**src/rtl/pixel_collector.sv**
```systemverilog
// Pixel collector: captures one batch of engine results and streams it out
// in raster order, marking the first and last pixel of each frame.
module pixel_collector #(
  parameter int                          PIXEL_DATA_WIDTH = 10,
  parameter logic [PIXEL_DATA_WIDTH-1:0] SCREEN_WIDTH     = 10'd640,
  parameter logic [PIXEL_DATA_WIDTH-1:0] SCREEN_HEIGHT    = 10'd480,
  parameter int                          NUM_ENGINES      = 12,
  parameter int                          RESULT_WIDTH     = 8
) (
  input  logic                    clk,
  input  logic                    reset,
  input  logic                    res_valid,
  input  logic [RESULT_WIDTH-1:0] res_data [NUM_ENGINES],
  output logic                    res_ready,
  output logic                    fin_flag,
  output logic [RESULT_WIDTH-1:0] out_data,
  output logic                    out_valid,
  input  logic                    out_ready,
  output logic                    out_sop,
  output logic                    out_eop
);

  localparam int IDX_W = (NUM_ENGINES > 1) ? $clog2(NUM_ENGINES) : 1;
  localparam logic [IDX_W-1:0]            LAST_IDX = IDX_W'(NUM_ENGINES - 1);
  localparam logic [PIXEL_DATA_WIDTH-1:0] X_LAST   = SCREEN_WIDTH - 1'b1;
  localparam logic [PIXEL_DATA_WIDTH-1:0] Y_LAST   = SCREEN_HEIGHT - 1'b1;

  typedef enum logic {IDLE, DRAIN} state_t;

  state_t                      state, state_next;
  logic [RESULT_WIDTH-1:0]     buffer [NUM_ENGINES];
  logic [IDX_W-1:0]            idx;
  logic [PIXEL_DATA_WIDTH-1:0] x, y;
  logic                        capture, xfer, last_xfer;

  // res_ready is gated by reset so no batch can be accepted while in reset
  always_comb begin
    state_next = state;
    res_ready  = 1'b0;
    out_valid  = 1'b0;
    capture    = 1'b0;
    xfer       = 1'b0;
    last_xfer  = 1'b0;
    case (state)
      IDLE: begin
        res_ready = reset;
        capture   = reset && res_valid;
        if (capture) state_next = DRAIN;
      end
      DRAIN: begin
        out_valid = 1'b1;
        xfer      = out_ready;
        last_xfer = out_ready && (idx == LAST_IDX);
        if (last_xfer) state_next = IDLE;
      end
      default: state_next = IDLE;
    endcase
  end

  always_ff @(posedge clk) begin
    if (!reset) begin
      state    <= IDLE;
      idx      <= '0;
      x        <= '0;
      y        <= '0;
      fin_flag <= 1'b0;
    end else begin
      state    <= state_next;
      fin_flag <= capture;
      if (capture) begin
        idx <= '0;
      end else if (xfer) begin
        idx <= last_xfer ? '0 : idx + 1'b1;
        if (x == X_LAST) begin
          x <= '0;
          y <= (y == Y_LAST) ? '0 : y + 1'b1;
        end else begin
          x <= x + 1'b1;
        end
      end
    end
  end

  // The buffer needs no reset: it is only observable while in DRAIN
  always_ff @(posedge clk) begin
    if (capture) buffer <= res_data;
  end

  assign out_data = out_valid ? buffer[idx] : '0;
  assign out_sop  = out_valid && (x == '0) && (y == '0);
  assign out_eop  = out_valid && (x == X_LAST) && (y == Y_LAST);

endmodule

```
**config.mk**
```make
export PLATFORM = sky130hd
export DESIGN_NAME = pixel_collector
export DESIGN_NICKNAME = d
export VERILOG_FILES = /design/src/rtl/pixel_collector.sv
export SDC_FILE = /design/constraint.sdc
export NUM_CORES = 1
export LEC_CHECK = 0
export ABC_AREA = 1
export BUFFER_PORTS_ARGS = -buffer_cell sky130_fd_sc_hd__buf_2
export CAP_MARGIN = 20
export CORE_MARGIN = 2
export CORE_UTILIZATION = 50
export CTS_CLUSTER_DIAMETER = 80
export CTS_CLUSTER_SIZE = 30
export DETAILED_ROUTE_END_ITERATION = 7
export GPL_TIMING_DRIVEN = 0
export HOLD_SLACK_MARGIN = 0.15
export PLACE_DENSITY = 0.74
export SYNTH_ARGS = -nofsm -noshare
export SYNTH_HDL_FRONTEND = slang
export SYNTH_SLANG_ARGS = --single-unit
```
**constraint.sdc**
```tcl
create_clock -name clk -period 6 [get_ports clk]
set_input_delay 0.3 -clock clk [delete_from_list [all_inputs] [get_ports clk]]
set_output_delay 0.3 -clock clk [all_outputs]
set_load 0.02 [all_outputs]
```
==> run_summary.xml, run 1 <==
<?xml version="1.0" encoding="UTF-8"?>
<metrics>
  <group name="sta">
    <metric name="final_period_minus_worst_setup_slack" unit="ps">2520</metric>
    <metric name="total_count_of_hold_check_failures_in_the_final_report" unit="">0</metric>
    <metric name="setup_total_negative_slack" unit="ps">0</metric>
    <metric name="setup_viol" unit="">0</metric>
    <metric name="clock_skew" unit="ps">9.84</metric>
    <metric name="slew_violations" unit="">0</metric>
    <metric name="grt_setup_unrepaired" unit="">false</metric>
    <metric name="least_margin_pin_slew" unit="ps">652</metric>
    <metric name="timing.max_slew.rel_slack" unit="">0.565</metric>
    <metric name="fmax" unit="MHz">396</metric>
    <metric name="min_period_over_period" unit="">0.420</metric>
  </group>
  <group name="clocking">
    <metric name="insertion_delay" unit="ps">510</metric>
    <metric name="cts_made_buffers" unit="">17</metric>
    <metric name="tritoncts" unit="">yes</metric>
    <metric name="cts-resized-gates" unit="">0</metric>
    <metric name="clk_path_buf_depth" unit="">2</metric>
    <metric name="cts.reportedPaths.clkPinSlew" unit="ps">50</metric>
    <metric name="clock_sinks" unit="">122</metric>
    <metric name="htree_levels" unit="">4</metric>
    <metric name="clk_tree_root_cell" unit="">clkbuf_8</metric>
  </group>
  <group name="worst_hold_path">
    <metric name="hold_depth" unit="">4</metric>
    <metric name="hold_path.startpoint" unit="">out_ready</metric>
    <metric name="kind_of_path_behind_the_tightest_hold_check" unit="">input port to register</metric>
    <metric name="timing.hold.worst_endpoint" unit="">x[1]</metric>
  </group>
  <group name="route">
    <metric name="detail_route.wl_per_cell" unit="um">15.5</metric>
    <metric name="avgViaCountPerCell" unit="">5.06</metric>
    <metric name="wl" unit="mm">14.8</metric>
    <metric name="drcViolationCount" unit="">0</metric>
    <metric name="number_of_drc_markers_in_iteration_0" unit="">410</metric>
    <metric name="detailroute.via_count" unit="">4835</metric>
    <metric name="antenna_violation_net_count_after_detailed_routing" unit="">0</metric>
    <metric name="number_of_iterations_in_the_first_detailed_routing_pass" unit="">5</metric>
  </group>
  <group name="die">
    <metric name="core_region_area" unit="sq mm">0.0107</metric>
    <metric name="die_width" unit="um">109</metric>
    <metric name="placement_rows" unit="">38</metric>
    <metric name="chipHeight" unit="um">109</metric>
    <metric name="die_area" unit="sq mm">0.0118</metric>
    <metric name="starting_density" unit="">0.510</metric>
    <metric name="boundaryPins" unit="">113</metric>
  </group>
  <group name="worst_setup_path">
    <metric name="path_max_fanout" unit="">10</metric>
    <metric name="critical_path.max_stage_delay" unit="ps">430</metric>
    <metric name="critPathLaunchType" unit="">register</metric>
    <metric name="r2r.worst_path.cells" unit="">4</metric>
    <metric name="worst_path_max_delay_cell" unit="">clkbuf_1</metric>
    <metric name="r2r_end" unit="">buffer[89]</metric>
    <metric name="critical_path.cell_chain" unit="">buf_2, clkbuf_1, nand2_1, nand3_1, nand3_1, nand3_1, a21oi_1, buf_2</metric>
    <metric name="cp.arrival" unit="ps">2220</metric>
    <metric name="rrSetupSlack" unit="ps">4060</metric>
    <metric name="endpoint_kind" unit="">output pin</metric>
    <metric name="path_class" unit="">register to output pin</metric>
    <metric name="path_common_cell" unit="">nand3_1</metric>
    <metric name="rr_startpoint" unit="">state</metric>
    <metric name="cp_data_required_time" unit="ps">5700</metric>
  </group>
  <group name="power">
    <metric name="power_density_cells" unit="mW/mm^2">266</metric>
    <metric name="ir_worst_vdd" unit="V">0.000171</metric>
    <metric name="p_leak" unit="uW">0.00347</metric>
  </group>
  <group name="finish">
    <metric name="syn2layout_area_growth" unit="%">41.4</metric>
    <metric name="layout.core_utilization" unit="">0.722</metric>
    <metric name="final_net_count" unit="">907</metric>
    <metric name="drive_gt1_frac" unit="">0.206</metric>
    <metric name="layout.cells.most_common" unit="">nand2_1</metric>
    <metric name="fillCellCount" unit="">756</metric>
    <metric name="mostFrequentLayoutCells" unit="">nand2_1, buf_2, dlygate4sd3_1, edfxtp_1, inv_1</metric>
  </group>
  <group name="global_route">
    <metric name="initial_antenna_violation_count" unit="">0</metric>
    <metric name="gr-total-overflow" unit="">0</metric>
    <metric name="via_count_of_the_first_global_routing_pass" unit="">4994</metric>
    <metric name="grt_first_pass_wirelength" unit="mm">23.4</metric>
    <metric name="grt_max_degree" unit="">50</metric>
    <metric name="gr-usage-all-layers" unit="">0.267</metric>
  </group>
  <group name="placed_design">
    <metric name="detailed_place_hpwl" unit="mm">8.88</metric>
    <metric name="port-buffer-count" unit="">112</metric>
    <metric name="finalWeightedCongestion" unit="">0.921</metric>
  </group>
  <group name="flow_run">
    <metric name="total_of_max_cap_violations" unit="">0</metric>
  </group>
  <group name="synthesis">
    <metric name="syn-mean-instance-area" unit="sq um">9.57</metric>
    <metric name="synth_cells" unit="">573</metric>
    <metric name="synth.yosys.seq_area_share" unit="">0.621</metric>
    <metric name="syn_area" unit="sq mm">0.00548</metric>
    <metric name="synth_seq_cells" unit="">122</metric>
    <metric name="synth_nets" unit="">678</metric>
    <metric name="synth_cell_type_count" unit="">32</metric>
    <metric name="yosys_warnings" unit="">0</metric>
  </group>
  <group name="run_status">
    <metric name="status" unit="">completed</metric>
  </group>
</metrics>
through the flow:
step | worst slack [ps] | cell area (sq um) | total power, uW | cells | hold WS (ps)
finish | 3480 | 7750 | 2060 | 956 | 171
global route | 3240 | 7750 | 2130 | 955 | 191
CTS | 3470 | 7750 | 2060 | 955 | 151
detailed placement | 3760 | 6250 | 1100 | 826 | 478
global placement | 1860 | 6220 | 1100 | 825 | 470
floorplan | 2600 | 5480 | 1040 | 573 | 399
worst max-delay path, delay by kind of cell (launching register included):
family,cells,cell delay [ps]
buffers and inverters,3,750
AND/OR/NAND/NOR,4,540
flip-flops,1,330
AO/OA/AOI/OAI,1,90
routing by layer:
layer  vias to the layer above  routed length (um)  global-route usage
li1                       2344                   -                   -
met1                      2245                5570               0.288
met2                       203                7860               0.470
met3                        43                 855              0.0681
met4                         0                 564               0.162
met5                         -                   0                   0
cell type report:
cell class,count,area [sq um],area share
clock inverter,12,106,0.0137
tap,140,175,0.0226
multi-input combinational,340,1610,0.208
antenna,1,2.50,0.000323
timing repair buffer,210,1560,0.201
inverter,91,347,0.0447
sequential,122,3400,0.439
buffer,20,121,0.0157
clock buffer,20,425,0.0549
timing repair:
item | in CTS | in global routing
endpoints found under the hold margin | 97 | 0
hold buffers | 97 | 0
setup buffers | 0 | 0
registers in the layout, indices dropped and copies added, names as in the netlist:
name      count
buffer       96
x            10
y            10
idx           4
fin_flag      1
state         1
logic make-up after synthesis:
group	share of synthesized area
AND/OR/NAND/NOR	0.226
flip-flops	0.621
buffers and inverters	0.0849
AO/OA/AOI/OAI	0.0518
adder cells (fa/ha/maj)	0.0114
XOR/XNOR	0.00479
where the power goes:
part	internal, uW	switching [uW]	total [uW]
combinational	90.1	88.1	178
sequential	949	9.46	959
clock	579	346	925
total	1620	443	2060
cell usage after synthesis (all sizes together):
cell	count	share of area
nor3b	1	0.0014
edfxtp	96	0.53
nor4	2	0.0023
dfxtp	26	0.095
buf	16	0.019
nand2	147	0.11
ha	5	0.011
clkbuf	4	0.0027
nand4	7	0.011
nor3	3	0.0027
a21oi	17	0.016
o211ai	1	0.0014
nand3b	1	0.0014
clkinv	4	0.0027
a221oi	2	0.0032
nand3	64	0.058
o21ai	34	0.032
nor2	53	0.044
xor2	3	0.0048
inv	87	0.060
worst max-delay path by stage:
stage	to	start	slack (ps)	cells after the start
6_report	out_data[3]	idx[0]	3480	8
5_1_grt	out_data[3]	idx[0]	3240	7
4_1_cts	out_data[2]	idx[0]	3470	7
3_5_place_dp	buffer[90]	reset	3760	6
3_3_place_gp	idx[3]	reset	1860	8
2_1_floorplan	idx[3]	reset	2600	7
Note: power is estimated with default switching activity, not from simulation.
==> run 2: changes to the inputs <==
==> constraint.sdc (replaced) <==
create_clock -name clk -period 2.6 [get_ports clk]
set_input_delay 0.13 -clock clk [delete_from_list [all_inputs] [get_ports clk]]
set_output_delay 0.13 -clock clk [all_outputs]
set_load 0.02 [all_outputs]
==> run 2 against run 1 <==
  * Register-to-register slack got worse by 3600 ps
  * Non-clock buffer count up 3
  * Design area is 0.90% higher
  * First-iteration DRC count grew 28%
  * Critical path type unchanged
==> run_summary.xml, run 2 (same netlist as run 1, synthesis figures left out) <==
<?xml version="1.0" encoding="UTF-8"?>
<metrics>
  <group name="sta">
    <metric name="least_margin_pin_slew" unit="ps">587</metric>
    <metric name="clock_skew" unit="ps">8.01</metric>
    <metric name="slew_violations" unit="">0</metric>
    <metric name="holdWs" unit="ps">313</metric>
    <metric name="timing.max_slew.rel_slack" unit="">0.608</metric>
    <metric name="grt_setup_unrepaired" unit="">false</metric>
    <metric name="setup_viol" unit="">0</metric>
    <metric name="fmax" unit="MHz">411</metric>
    <metric name="final_period_minus_worst_setup_slack" unit="ps">2430</metric>
    <metric name="setup_ws" unit="ps">168</metric>
    <metric name="total_count_of_hold_check_failures_in_the_final_report" unit="">0</metric>
    <metric name="min_period_over_period" unit="">0.935</metric>
  </group>
  <group name="worst_setup_path">
    <metric name="path_max_fanout" unit="">14</metric>
    <metric name="r2r.worst_path.cells" unit="">6</metric>
    <metric name="rrSetupSlack" unit="ps">470</metric>
    <metric name="critical_path_depth" unit="">9</metric>
    <metric name="rr_startpoint" unit="">idx[3]</metric>
    <metric name="path_common_cell" unit="">nand3_1</metric>
    <metric name="cp.arrival" unit="ps">2300</metric>
    <metric name="worst_path_max_delay_cell" unit="">dfxtp_1</metric>
    <metric name="cp_num_buf_inv" unit="">4</metric>
    <metric name="crit_path_leading_delay_family" unit="">buffers and inverters</metric>
    <metric name="r2r_end" unit="">state</metric>
    <metric name="cp-startpoint" unit="">idx[0]</metric>
    <metric name="critical_path.cell_chain" unit="">buf_2, buf_4, buf_6, nand2_1, nand3_1, nand3_1, nand3_1, a21oi_1, buf_2</metric>
    <metric name="path_class" unit="">register to output pin</metric>
    <metric name="cp_data_required_time" unit="ps">2470</metric>
    <metric name="critPathLaunchType" unit="">register</metric>
    <metric name="critical_path.max_stage_delay" unit="ps">340</metric>
    <metric name="last_element_of_the_critical_path" unit="">out_data[3]</metric>
    <metric name="endpoint_kind" unit="">output pin</metric>
  </group>
  <group name="placed_design">
    <metric name="placed_cells_incl_taps" unit="">827</metric>
    <metric name="dpl-instance-area" unit="sq mm">0.00627</metric>
    <metric name="port-buffer-count" unit="">112</metric>
    <metric name="finalWeightedCongestion" unit="">0.933</metric>
    <metric name="detailed_place_hpwl" unit="mm">8.94</metric>
    <metric name="dpl_worst_slack" unit="ps">685</metric>
  </group>
  <group name="power">
    <metric name="p_leak" unit="uW">0.00349</metric>
    <metric name="power_density_cells" unit="mW/mm^2">619</metric>
    <metric name="ir_worst_vdd" unit="V">0.000464</metric>
    <metric name="total_power_draw" unit="uW">4850</metric>
  </group>
  <group name="flow_run">
    <metric name="total_of_max_cap_violations" unit="">0</metric>
  </group>
  <group name="route">
    <metric name="drcViolationCount" unit="">0</metric>
    <metric name="number_of_iterations_in_the_first_detailed_routing_pass" unit="">5</metric>
    <metric name="number_of_drc_markers_in_iteration_0" unit="">524</metric>
    <metric name="avgViaCountPerCell" unit="">5.11</metric>
    <metric name="detailroute.via_count" unit="">4893</metric>
    <metric name="antenna_violation_net_count_after_detailed_routing" unit="">0</metric>
    <metric name="wl" unit="mm">15.5</metric>
    <metric name="detail_route.wl_per_cell" unit="um">16.1</metric>
  </group>
  <group name="finish">
    <metric name="fillCellCount" unit="">753</metric>
    <metric name="syn2layout_area_growth" unit="%">42.7</metric>
    <metric name="finish.instance_area" unit="sq mm">0.00782</metric>
    <metric name="antenna_cells_inserted" unit="">0</metric>
    <metric name="drive_gt1_frac" unit="">0.214</metric>
    <metric name="largest_register_ff_count" unit="">96</metric>
    <metric name="largest_registers" unit="">buffer x96, x x10, y x10</metric>
    <metric name="finalNonFillerCells" unit="">958</metric>
    <metric name="seq_area" unit="sq mm">0.00341</metric>
    <metric name="largest_register" unit="">buffer</metric>
    <metric name="layout.cells.most_common" unit="">nand2_1</metric>
    <metric name="multi_input_comb_area" unit="sq mm">0.00162</metric>
    <metric name="mostFrequentLayoutCells" unit="">nand2_1, buf_2, dlygate4sd3_1, edfxtp_1, inv_1</metric>
    <metric name="final_net_count" unit="">910</metric>
  </group>
  <group name="clocking">
    <metric name="htree_levels" unit="">4</metric>
    <metric name="cts-resized-gates" unit="">0</metric>
    <metric name="clk_tree_root_cell" unit="">clkbuf_8</metric>
    <metric name="tritoncts" unit="">yes</metric>
    <metric name="insertion_delay" unit="ps">520</metric>
    <metric name="cts.reportedPaths.clkPinSlew" unit="ps">50</metric>
    <metric name="clk_path_buf_depth" unit="">2</metric>
    <metric name="clock_sinks" unit="">122</metric>
    <metric name="cts_made_buffers" unit="">17</metric>
  </group>
  <group name="global_route">
    <metric name="grt_first_pass_wirelength" unit="mm">24.2</metric>
    <metric name="initial_antenna_violation_count" unit="">0</metric>
    <metric name="gr-usage-all-layers" unit="">0.276</metric>
    <metric name="via_count_of_the_first_global_routing_pass" unit="">4943</metric>
    <metric name="grt_max_degree" unit="">43</metric>
    <metric name="gr-total-overflow" unit="">0</metric>
  </group>
  <group name="die">
    <metric name="starting_density" unit="">0.510</metric>
    <metric name="die_area" unit="sq mm">0.0118</metric>
    <metric name="die_width" unit="um">109</metric>
    <metric name="placement_rows" unit="">38</metric>
    <metric name="core_region_area" unit="sq mm">0.0107</metric>
    <metric name="boundaryPins" unit="">113</metric>
    <metric name="chipHeight" unit="um">109</metric>
  </group>
  <group name="worst_hold_path">
    <metric name="kind_of_path_behind_the_tightest_hold_check" unit="">input port to register</metric>
  </group>
  <group name="run_status">
    <metric name="status" unit="">completed</metric>
  </group>
</metrics>
[run 2: changes by cell type in the layout (fill, tap and decap cells not counted), sizes merged]
| cell | delta |
|---|---|
| diode | -1 |
| bufinv | -1 |
| buf | +1 |
| clkbuf | +4 |
| inv | -1 |
| clkinvlp | +2 |
| dlygate4sd3 | +3 |
| clkinv | -5 |
[run 2: worst min path at each step]
| stage | start | to | slack [ps] | cells past startpoint |
|---|---|---|---|---|
| floorplan | res_data[0] | buffer[0] | 230 | 0 |
| global placement | res_data[85] | buffer[85] | 310 | 1 |
| detailed placement | res_data[5] | buffer[5] | 310 | 1 |
| CTS | res_data[4] | buffer[4] | 300 | 2 |
| global route | res_data[17] | buffer[17] | 300 | 2 |
| finish | res_data[88] | buffer[88] | 310 | 2 |
[run 2: where the power goes]
part | total (uW) | switching [uW] | internal [uW]
clock | 2210 | 824 | 1390
sequential | 2210 | 22.8 | 2190
combinational | 423 | 209 | 213
total | 4850 | 1060 | 3790
[run 2: repair_timing]
item / in CTS / in global routing
hold endpoints to repair: 118 / 0
setup buffers: 0 / 0
setup endpoints to repair: 0 / 1
hold buffers: 100 / 0
[run 2: through the flow]
step            util  TNS [ps]
5_1_grt        0.728         0
6_report       0.728         0
3_5_place_dp   0.583         0
4_1_cts        0.728         0
3_3_place_gp   0.580    -39370
2_1_floorplan      -         0
[run 2: layout make-up]
cell class	count	area share
clock inverter	7	0.00816
timing repair buffer	214	0.205
buffer	19	0.0150
tap	140	0.0224
clock buffer	25	0.0632
inverter	91	0.0445
multi-input combinational	340	0.207
sequential	122	0.435
[run 2: routing by layer]
| layer | up-vias | track usage | wire (um) |
|---|---|---|---|
| li1 | 2343 | - | - |
| met1 | 2302 | 0.315 | 5890 |
| met2 | 201 | 0.493 | 8110 |
| met3 | 47 | 0.0592 | 875 |
| met4 | 0 | 0.132 | 583 |
| met5 | - | 0 | 0 |
